===== config.mk =====
export PLATFORM = sky130hd
export DESIGN_NAME = voice_allocator
export DESIGN_NICKNAME = d
export VERILOG_FILES = /design/src/rtl/synth_pkg.sv /design/src/rtl/voice_allocator_key_edge.sv /design/src/rtl/voice_allocator.sv
export SDC_FILE = /design/constraint.sdc
export NUM_CORES = 1
export LEC_CHECK = 0
export BUFFER_PORTS_ARGS = -buffer_cell sky130_fd_sc_hd__buf_2
export CAP_MARGIN = 30
export CELL_PAD_IN_SITES_DETAIL_PLACEMENT = 0
export CELL_PAD_IN_SITES_GLOBAL_PLACEMENT = 1
export CORE_MARGIN = 3
export CORE_UTILIZATION = 50
export CTS_BUF_LIST = sky130_fd_sc_hd__clkbuf_8 sky130_fd_sc_hd__clkbuf_16
export DETAILED_ROUTE_END_ITERATION = 8
export PLACE_DENSITY_LB_ADDON = 0.1
export SYNTH_ARGS = -nofsm -noshare
export SYNTH_HDL_FRONTEND = slang
export SYNTH_SLANG_ARGS = --single-unit

===== constraint.sdc =====
create_clock -name clk -period 4.9 [get_ports clk]
set_clock_uncertainty 0.15 [all_clocks]
set_input_delay 0.49 -clock clk [delete_from_list [all_inputs] [get_ports clk]]
set_output_delay 0.49 -clock clk [all_outputs]
set_load 0.05 [all_outputs]

===== src/rtl/synth_pkg.sv =====
// synth_pkg: sizing defaults and the priority helper shared by the voice path
package synth_pkg;
    localparam int DEF_NUM_KEYS = 8;
    localparam int DEF_NUM_VOICES = 4;
    localparam int DEF_KEY_W = 3;

    // index of the lowest set bit, 0 when nothing is set (callers gate on |v)
    function automatic int lowest_bit(input logic [31:0] v);
        int idx;
        idx = 0;
        for (int i = 31; i >= 0; i--)
            if (v[i]) idx = i;
        return idx;
    endfunction
endpackage


===== src/rtl/voice_allocator_key_edge.sv =====
// key_edge: 2-FF synchronizer plus previous-sample register for one active-low key
module key_edge (
    input  logic clk,
    input  logic rst,
    input  logic key_n,
    output logic press,
    output logic rel
);
    logic s1, s2, prev;

    // synchronize the raw key and keep the previous synchronized sample; reset reads as released
    always_ff @(posedge clk or posedge rst) begin
        if (rst) begin
            s1 <= 1'b1;
            s2 <= 1'b1;
            prev <= 1'b1;
        end else begin
            s1 <= key_n;
            s2 <= s1;
            prev <= s2;
        end
    end

    assign press = prev & ~s2;
    assign rel = ~prev & s2;
endmodule


===== src/rtl/voice_allocator.sv =====
// voice_allocator: shares tone-generator voices between keys, stealing round-robin when full
module voice_allocator
    import synth_pkg::*;
#(
    parameter int NUM_KEYS = DEF_NUM_KEYS,
    parameter int NUM_VOICES = DEF_NUM_VOICES,
    parameter int KEY_W = DEF_KEY_W
) (
    input  logic                        clk,
    input  logic                        rst,
    input  logic [NUM_KEYS-1:0]         key_n,
    output logic [NUM_VOICES-1:0]       voice_active,
    output logic [NUM_VOICES*KEY_W-1:0] voice_key,
    output logic [NUM_VOICES-1:0]       note_on,
    output logic [NUM_VOICES-1:0]       note_off,
    output logic                        steal,
    output logic                        busy
);
    localparam int VW = NUM_VOICES > 1 ? $clog2(NUM_VOICES) : 1;

    logic [NUM_KEYS-1:0]   press, rel, pend, pend_eff, pend_next;
    logic [NUM_VOICES-1:0] free, rel_hit;
    logic [VW-1:0]         steal_ptr, target;
    logic [KEY_W-1:0]      akey;
    logic                  alloc, any_free;

    for (genvar k = 0; k < NUM_KEYS; k++) begin : g_key
        key_edge u_edge (
            .clk(clk),
            .rst(rst),
            .key_n(key_n[k]),
            .press(press[k]),
            .rel(rel[k])
        );
    end

    // choose the key to serve and its voice; a key releasing while still queued is dropped, not served
    always_comb begin
        pend_eff = pend & ~rel;
        free = ~voice_active;
        alloc = |pend_eff;
        any_free = |free;
        akey = KEY_W'(lowest_bit(32'(pend_eff)));
        target = any_free ? VW'(lowest_bit(32'(free))) : steal_ptr;
        pend_next = (pend | press) & ~rel;
        if (alloc) pend_next[akey] = 1'b0;
        rel_hit = '0;
        for (int v = 0; v < NUM_VOICES; v++)
            rel_hit[v] = voice_active[v] & rel[voice_key[v*KEY_W +: KEY_W]];
    end

    // voice table and event pulses; a new assignment overrides a same-cycle release of that voice
    always_ff @(posedge clk or posedge rst) begin
        if (rst) begin
            voice_active <= '0;
            voice_key <= '0;
            note_on <= '0;
            note_off <= '0;
            steal <= 1'b0;
            busy <= 1'b0;
            pend <= '0;
            steal_ptr <= '0;
        end else begin
            for (int v = 0; v < NUM_VOICES; v++) begin
                if (alloc && target == VW'(v)) begin
                    voice_active[v] <= 1'b1;
                    voice_key[v*KEY_W +: KEY_W] <= akey;
                    note_on[v] <= 1'b1;
                    note_off[v] <= 1'b0;
                end else begin
                    note_on[v] <= 1'b0;
                    note_off[v] <= rel_hit[v];
                    if (rel_hit[v]) voice_active[v] <= 1'b0;
                end
            end
            steal <= alloc & ~any_free;
            if (alloc & ~any_free)
                steal_ptr <= steal_ptr == VW'(NUM_VOICES - 1) ? '0 : steal_ptr + 1'b1;
            pend <= pend_next;
            busy <= |pend_next;
        end
    end
endmodule


Word-level counts from Yosys, hierarchy flattened
Index checks and enable logic that the tools add are counted.
{"block": "totals", "ff_bits": 60, "inputBits": 10, "output_inout_bits": 26, "word_cells": 148}
{"block": "op_classes", "add_sub_neg": 1, "n_lt_le_gt_ge": 6, "n_eq_ne": 4, "mux": 41, "n_bitwise": 45, "n_reduce_logical": 13}
{"cell": "$and 8x8->8", "count": 3}
{"cell": "$mux 3", "count": 8}
{"cell": "$and 1x1->1", "count": 21}
{"cell": "$mux 1", "count": 21}
{"cell": "$lt 3x4->1 const B", "count": 5}
{"cell": "$not 1->1", "count": 17}
{"cell": "$not 8->8", "count": 2}
{"cell": "$reduce_or 8->1", "count": 2}
{"cell": "$bmux 1 s3", "count": 4}
{"cell": "$mux 2", "count": 6}
{"cell": "$mux 8", "count": 1}
{"cell": "$or 8x8->8", "count": 1}
{"cell": "$reduce_bool 2->1", "count": 4}
{"cell": "$eq 2x2->1 const B", "count": 3}
{"cell": "$logic_and 1x1->1", "count": 5}
{"cell": "$not 4->4", "count": 1}
{"cell": "$reduce_or 4->1", "count": 1}
{"cell": "$demux 1 s3", "count": 1}
{"cell": "$ge 3x1->1 const B", "count": 1}
{"cell": "$add 2x1->2 const B", "count": 1}
{"cell": "$eq 2x1->1 const B", "count": 1}
{"cell": "$logic_not 2->1", "count": 1}

Logic depth before layout (Yosys ltp)
{"block": "depth", "depth_word": 20, "ltp_mapped": 7, "depth_no_buf": 6}

Cells and area by module
A second synthesis with hierarchy kept.
{"block": "unflattened", "cells_unflattened": 191, "hier_area_um2": 2602.5}
{"mod": "voice_allocator", "instances": 1, "cells_each": 143, "area_each_um2": 1821.7, "seq_area_each_um2": 900.9}
{"mod": "key_edge", "instances": 8, "cells_each": 6, "area_each_um2": 97.6, "seq_area_each_um2": 78.8}

Worst setup path after synthesis
OpenSTA, ideal clock, no wires.
{"block": "synth_path", "kind": "reg-to-reg", "from": "reg voice_active[2]", "to": "reg voice_key[3]", "setup_time_ps": 125, "arrival_time_ps": 1683, "required_time_ps": 4625, "path_slack_ps": 2942, "stages_incl_launch_ff": 6, "n_path_buf": 1, "synth_period_minus_slack_ps": 1958, "cell_sequence": "dfrtp_1 > nand2_1 > o211ai_2 > and3b_1 > buf_2 > mux2_2"}
{"block": "synth_via", "elab_chain_cells": 7, "elab_cells_between_ends": 8, "classes_between": "eq/ne: 1; mux: 4; bitwise: 1; reduce/logical: 2"}
{"element": "from (decl)", "line": "voice_allocator.sv:12", "rtl": "output logic [NUM_VOICES-1:0] voice_active,"}
{"element": "from (signal assigned)", "line": "voice_allocator.sv:55", "rtl": "voice_active <= '0;"}
{"element": "from (signal, indexed assignment)", "line": "voice_allocator.sv:66", "rtl": "voice_active[v] <= 1'b1;"}
{"element": "from (signal, indexed assignment)", "line": "voice_allocator.sv:73", "rtl": "if (rel_hit[v]) voice_active[v] <= 1'b0;"}
{"element": "$not 4->4 (*)", "line": "voice_allocator.sv:40", "rtl": "free = ~voice_active;"}
{"element": "$mux 2 (3 in a row)", "line": "synth_pkg.sv:12", "rtl": "if (v[i]) idx = i;"}
{"element": "$mux 2 (*)", "line": "voice_allocator.sv:44", "rtl": "target = any_free ? VW'(lowest_bit(32'(free))) : steal_ptr;"}
{"element": "$eq 2x1->1 (*)", "line": "voice_allocator.sv:65", "rtl": "if (alloc && target == VW'(v)) begin"}
{"element": "$logic_and 1x1->1 (*)", "line": "voice_allocator.sv:65"}
{"element": "to (signal, indexed assignment)", "line": "voice_allocator.sv:67", "rtl": "voice_key[v*KEY_W +: KEY_W] <= akey;"}
{"element": "to (decl)", "line": "voice_allocator.sv:13", "rtl": "output logic [NUM_VOICES*KEY_W-1:0] voice_key,"}
Mark *: on every way between the ends. The rest lies on a longest branch, timed or not.
A chain may end at the register's enable or synchronous reset.

Final worst setup path
{"block": "layout_path", "from": "reg g_key[1].u_edge.prev", "to": "reg voice_key[10]"}
{"block": "layout_via", "elab_chain_cells": 6, "elab_cells_between_ends": 8, "classes_between": "mux: 2; bitwise: 4; reduce/logical: 2"}
{"element": "from (decl)", "line": "voice_allocator_key_edge.sv:9", "rtl": "logic s1, s2, prev;"}
{"element": "from (signal assigned)", "line": "voice_allocator_key_edge.sv:16", "rtl": "prev <= 1'b1;"}
{"element": "from (signal assigned)", "line": "voice_allocator_key_edge.sv:20", "rtl": "prev <= s2;"}
{"element": "$not 1->1 (*)", "line": "voice_allocator_key_edge.sv:25", "rtl": "assign rel = ~prev & s2;"}
{"element": "$and 1x1->1 (*)", "line": "voice_allocator_key_edge.sv:25"}
{"element": "$not 8->8 (*)", "line": "voice_allocator.sv:39", "rtl": "pend_eff = pend & ~rel;"}
{"element": "$and 8x8->8 (*)", "line": "voice_allocator.sv:39"}
{"element": "$reduce_or 8->1 or $mux 3 (tied branches)", "line": "voice_allocator.sv:41, synth_pkg.sv:12"}
{"element": "$logic_and 1x1->1 or $mux 3 (tied branches)", "line": "voice_allocator.sv:65, synth_pkg.sv:12"}
Marked as above.

==> summary.txt <==
Layout
  – Area taken by flip-flops and latches: between 0.0015 and 0.002 sq mm
  – Design area: slightly above 0.003 sq mm
  – Multi-input gate area: between 0.001 and 0.0015 sq mm
  – Share of cells above drive strength 1: a little under half
  – Non-Filler Instances: 301
  – Area growth from synthesis to layout: 16.9%
  – Final Core Density: between 60% and 70%
  – Fill cells: about 400
  – Final nets: 240
  – Final antenna diode count: 0

Synthesis
  – Number of different library cells in the post-synthesis netlist: 42
  – Number of synthesized flops with an enable pin: 0
  – Share of synthesized registers carrying an async set or reset: 100%
  – Post-synthesis sequential area ratio: about 58%
  – Number of instances in the synthesized netlist: 186
  – Number of nets produced by synthesis: 197
  – Primary flip-flop cell chosen by synthesis mapping: sky130_fd_sc_hd__dfrtp_1
  – Register bit count reported by yosys: 60
  – Cell area after technology mapping: ~0.0026 sq mm
  – Yosys warning total: 0
  – Mean cell area of the mapped netlist: approximately 14 sq um

Placement
  – Count of placed standard cells including taps: between 200 and 300
  – Detailed placer's ending HPWL: 3560 microns
  – Count of port buffers added during placement: 35
  – Routability congestion estimate from global placement: ~0.81
  – Dpl ws: approximately 2700 ps
  – Total placed instance area: approximately 0.0029 sq mm

Power and ir drop
  – Part of the power in the clock network: 21.7%
  – Overall power of the completed layout: 2.08 mW
  – Seq pwr share: 36.2%
  – Reported leakage power: around 1.4 nW
  – Maximum ir drop on the vdd rail: 0.482 mV
  – Net Sw Power: 0.895 mW
  – Cell area power density: 672 mW/mm^2
  – Combinational cell fraction of total power: 42.1%
  – Total internal power: 1.18 mW
  – Sw Share: 43.0%

Global route
  – Vias in the first global route: 1,671
  – Largest net degree at the start of global routing: 61
  – GRT Residual Overflow: 0
  – Initial antenna violation count: 0
  – GRT Overall Usage: 18.5%
  – Global-route wire length before repair: around 8600 microns

Routing
  – Routed length per instance: around 17 microns
  – Post-route ant nets: 0
  – Total via count in the routed design: 1,623
  – Number of DRC markers in iteration 0: 90
  – Detailed Routing Iterations Pass 1: 4
  – Residual DRC count: 0
  – Vias per inst: 5.39
  – Total detailed-routing wirelength: around 5000 microns

Critical path
  – Flop-to-flop setup slack: between 2000 and 3000 ps
  – Worst path required time: around 5000 ps
  – Critical Path AT: 2340 ps
  – Reg-to-reg endpoint: voice_key[10]
  – Depth of the worst register-to-register path: 6
  – Category of the worst setup path launch point: register
  – Largest stage delay on the critical path: 520 ps
  – Cell type of the slowest stage on the worst timing path: sky130_fd_sc_hd__dfstp_2
  – Critical Setup Path Class: register to register
  – Startpoint of the worst register-to-register path: g_key[1].u_edge.prev
  – Crit-path cells: nand2b_1 -> a22oi_4 -> nand4_2 -> nor2b_4 -> nor2b_1 -> mux2_4
  – Element type at the critical path end: register
  – Maximum fanout encountered on the critical timing path: 7

Floorplan
  – Starting utilization of the core area: between 50% and 60%
  – Die Y-Extent: 78.8 microns
  – Die width: 78.8 microns
  – Number of placement rows: 25
  – Total die area: 0.00621 sq mm
  – Num ports: 36
  – Placeable Area: just under 0.005 sq mm

STA
  – Peak Freq: 441 MHz
  – Setup repair after global routing missed its margin: false
  – Worst Max-Slew Pin Slew: 706 ps
  – Final Slew Violations: 0
  – Hold Vio Cnt, Final: 0
  – Final worst hold slack: slightly below 100 ps
  – Number of setup violations in the final report: 0
  – Clock period minus worst slack: 2270 ps
  – Worst-case headroom to the max-slew limit: 52.9%
  – Total negative setup slack: 0 ps
  – Worst-case setup margin in the final layout: 2630 ps
  – Final cycle utilization of the critical path: 46.3%

Min path
  – Cell count of the worst hold path: 1
  – Min-Delay Endpoint: g_key[2].u_edge.s1
  – Class of the tightest hold or removal check: primary input to register
  – Startpoint of the most critical hold path: key_n[2]

Clocking
  – Clock latency reported for the late side of the worst-skew pair: 340 ps
  – Bufs on Longest Clock Path: 2
  – TritonCTS clock tree: built
  – H-tree depth reported by CTS: 3
  – Clock sinks: 60
  – Number of hold buffers added after CTS: 0
  – Post-CTS setup buffers: 0
  – Clock slew at reported path FFs: 70 ps
  – Resized Gates After CTS: 0
  – Root cell of the clock tree: sky130_fd_sc_hd__clkbuf_8
  – Number of buffers created by CTS: 9

Job
  – Max Cap Violations: 0

Run status
  – Run status: finished clean
-- power groups by stage --
stage                     Clock, mW  Sequential (mW)  Combinational [mW]
after floorplan                   0             1.06               0.406
after global placement            0            0.757               0.868
after detailed placement          0            0.760               0.876
after CTS                     0.464            0.753               0.881
after global routing          0.491            0.776               0.930
final                         0.451            0.753               0.875
-- Yosys cell counts (4+ instances only) --
cell                       number  area share (%)
sky130_fd_sc_hd__a22oi_4        4             3.2
sky130_fd_sc_hd__dfrtp_1       36              34
sky130_fd_sc_hd__mux4_2         8             6.8
sky130_fd_sc_hd__a21o_1         5             1.4
sky130_fd_sc_hd__nand2b_1       6             1.4
sky130_fd_sc_hd__nor2b_1        5             1.2
sky130_fd_sc_hd__nand2_1       12             1.7
sky130_fd_sc_hd__mux2_4         6             3.4
sky130_fd_sc_hd__o21ai_0        7             1.3
sky130_fd_sc_hd__mux2_1         4             1.7
sky130_fd_sc_hd__and2_1         4            0.94
sky130_fd_sc_hd__nand2b_4       5             2.6
sky130_fd_sc_hd__dfstp_2       24              24
sky130_fd_sc_hd__a21oi_1        9             1.7
sky130_fd_sc_hd__inv_1          5            0.71
sky130_fd_sc_hd__mux2_2         4             1.7
sky130_fd_sc_hd__nor2_1         5            0.71
-- how the worst max path moves through the flow --
| stage | slack [ps] | startpoint | end |
|---|---|---|---|
| after floorplan | 2820 | rst | busy |
| after global placement | 2740 | g_key[1].u_edge.prev | voice_key[9] |
| after detailed placement | 2650 | g_key[1].u_edge.prev | voice_key[10] |
| after CTS | 2640 | g_key[1].u_edge.prev | voice_key[10] |
| after global routing | 2520 | g_key[1].u_edge.prev | voice_key[9] |
| final | 2630 | g_key[1].u_edge.prev | voice_key[10] |
-- state kept, by name (all words and copies together), names as in the netlist --
register and cells:
voice_active 4, g_key.u_edge.s1 8, note_off 4, voice_key 12
steal_ptr 2, steal 1, pend 8, g_key.u_edge.s2 8
g_key.u_edge.prev 8, busy 1, note_on 4
-- logic make-up after synthesis --
kind of cell	synth area share [%]
and+or+nand+nor	14.3
buffers and inverters	1.94
muxes	14.0
adders and majority gates	0.472
AOI/OAI and AO/OA	11.5
DFF	57.8
-- cell usage in the layout (no fill, tap or decap), types with 6 or more instances in the layout --
cell type / Yosys / layout
sky130_fd_sc_hd__dfstp_2: 24 / 24
sky130_fd_sc_hd__clkbuf_8: 0 / 9
sky130_fd_sc_hd__nand2b_1: 6 / 6
sky130_fd_sc_hd__o21ai_0: 7 / 7
sky130_fd_sc_hd__mux2_4: 6 / 6
sky130_fd_sc_hd__a21oi_1: 9 / 9
sky130_fd_sc_hd__dfrtp_1: 36 / 36
sky130_fd_sc_hd__buf_2: 2 / 35
sky130_fd_sc_hd__nand2_1: 12 / 12
sky130_fd_sc_hd__mux4_2: 8 / 8
-- area by class of cell --
| cell class | instances | area share (%) |
|---|---|---|
| sequential | 60 | 49.5 |
| tap | 67 | 2.71 |
| multi-input combinational | 117 | 34.4 |
| inverter | 5 | 0.606 |
| clock buffer | 11 | 5.62 |
| clock inverter | 5 | 1.25 |
| timing repair buffer | 36 | 5.90 |
-- metal layers --
| metal | vias to the layer above | part of all wire, % | track usage, % |
|---|---|---|---|
| met1 | 790 | 47 | 25.8 |
| met3 | 7 | 8.0 | 8.28 |
| li1 | 764 | - | - |
| met5 | - | 0 | 0 |
| met4 | 0 | 1.2 | 5.59 |
| met2 | 62 | 43 | 26.0 |
-- critical path, delay by kind of cell (launching register included) --
kind	cells	cell delay, ps
muxes	1	340
and+or+nand+nor	4	1030
AOI/OAI and AO/OA	1	110
DFF	1	520
Note: power is estimated with default switching activity, not from simulation.
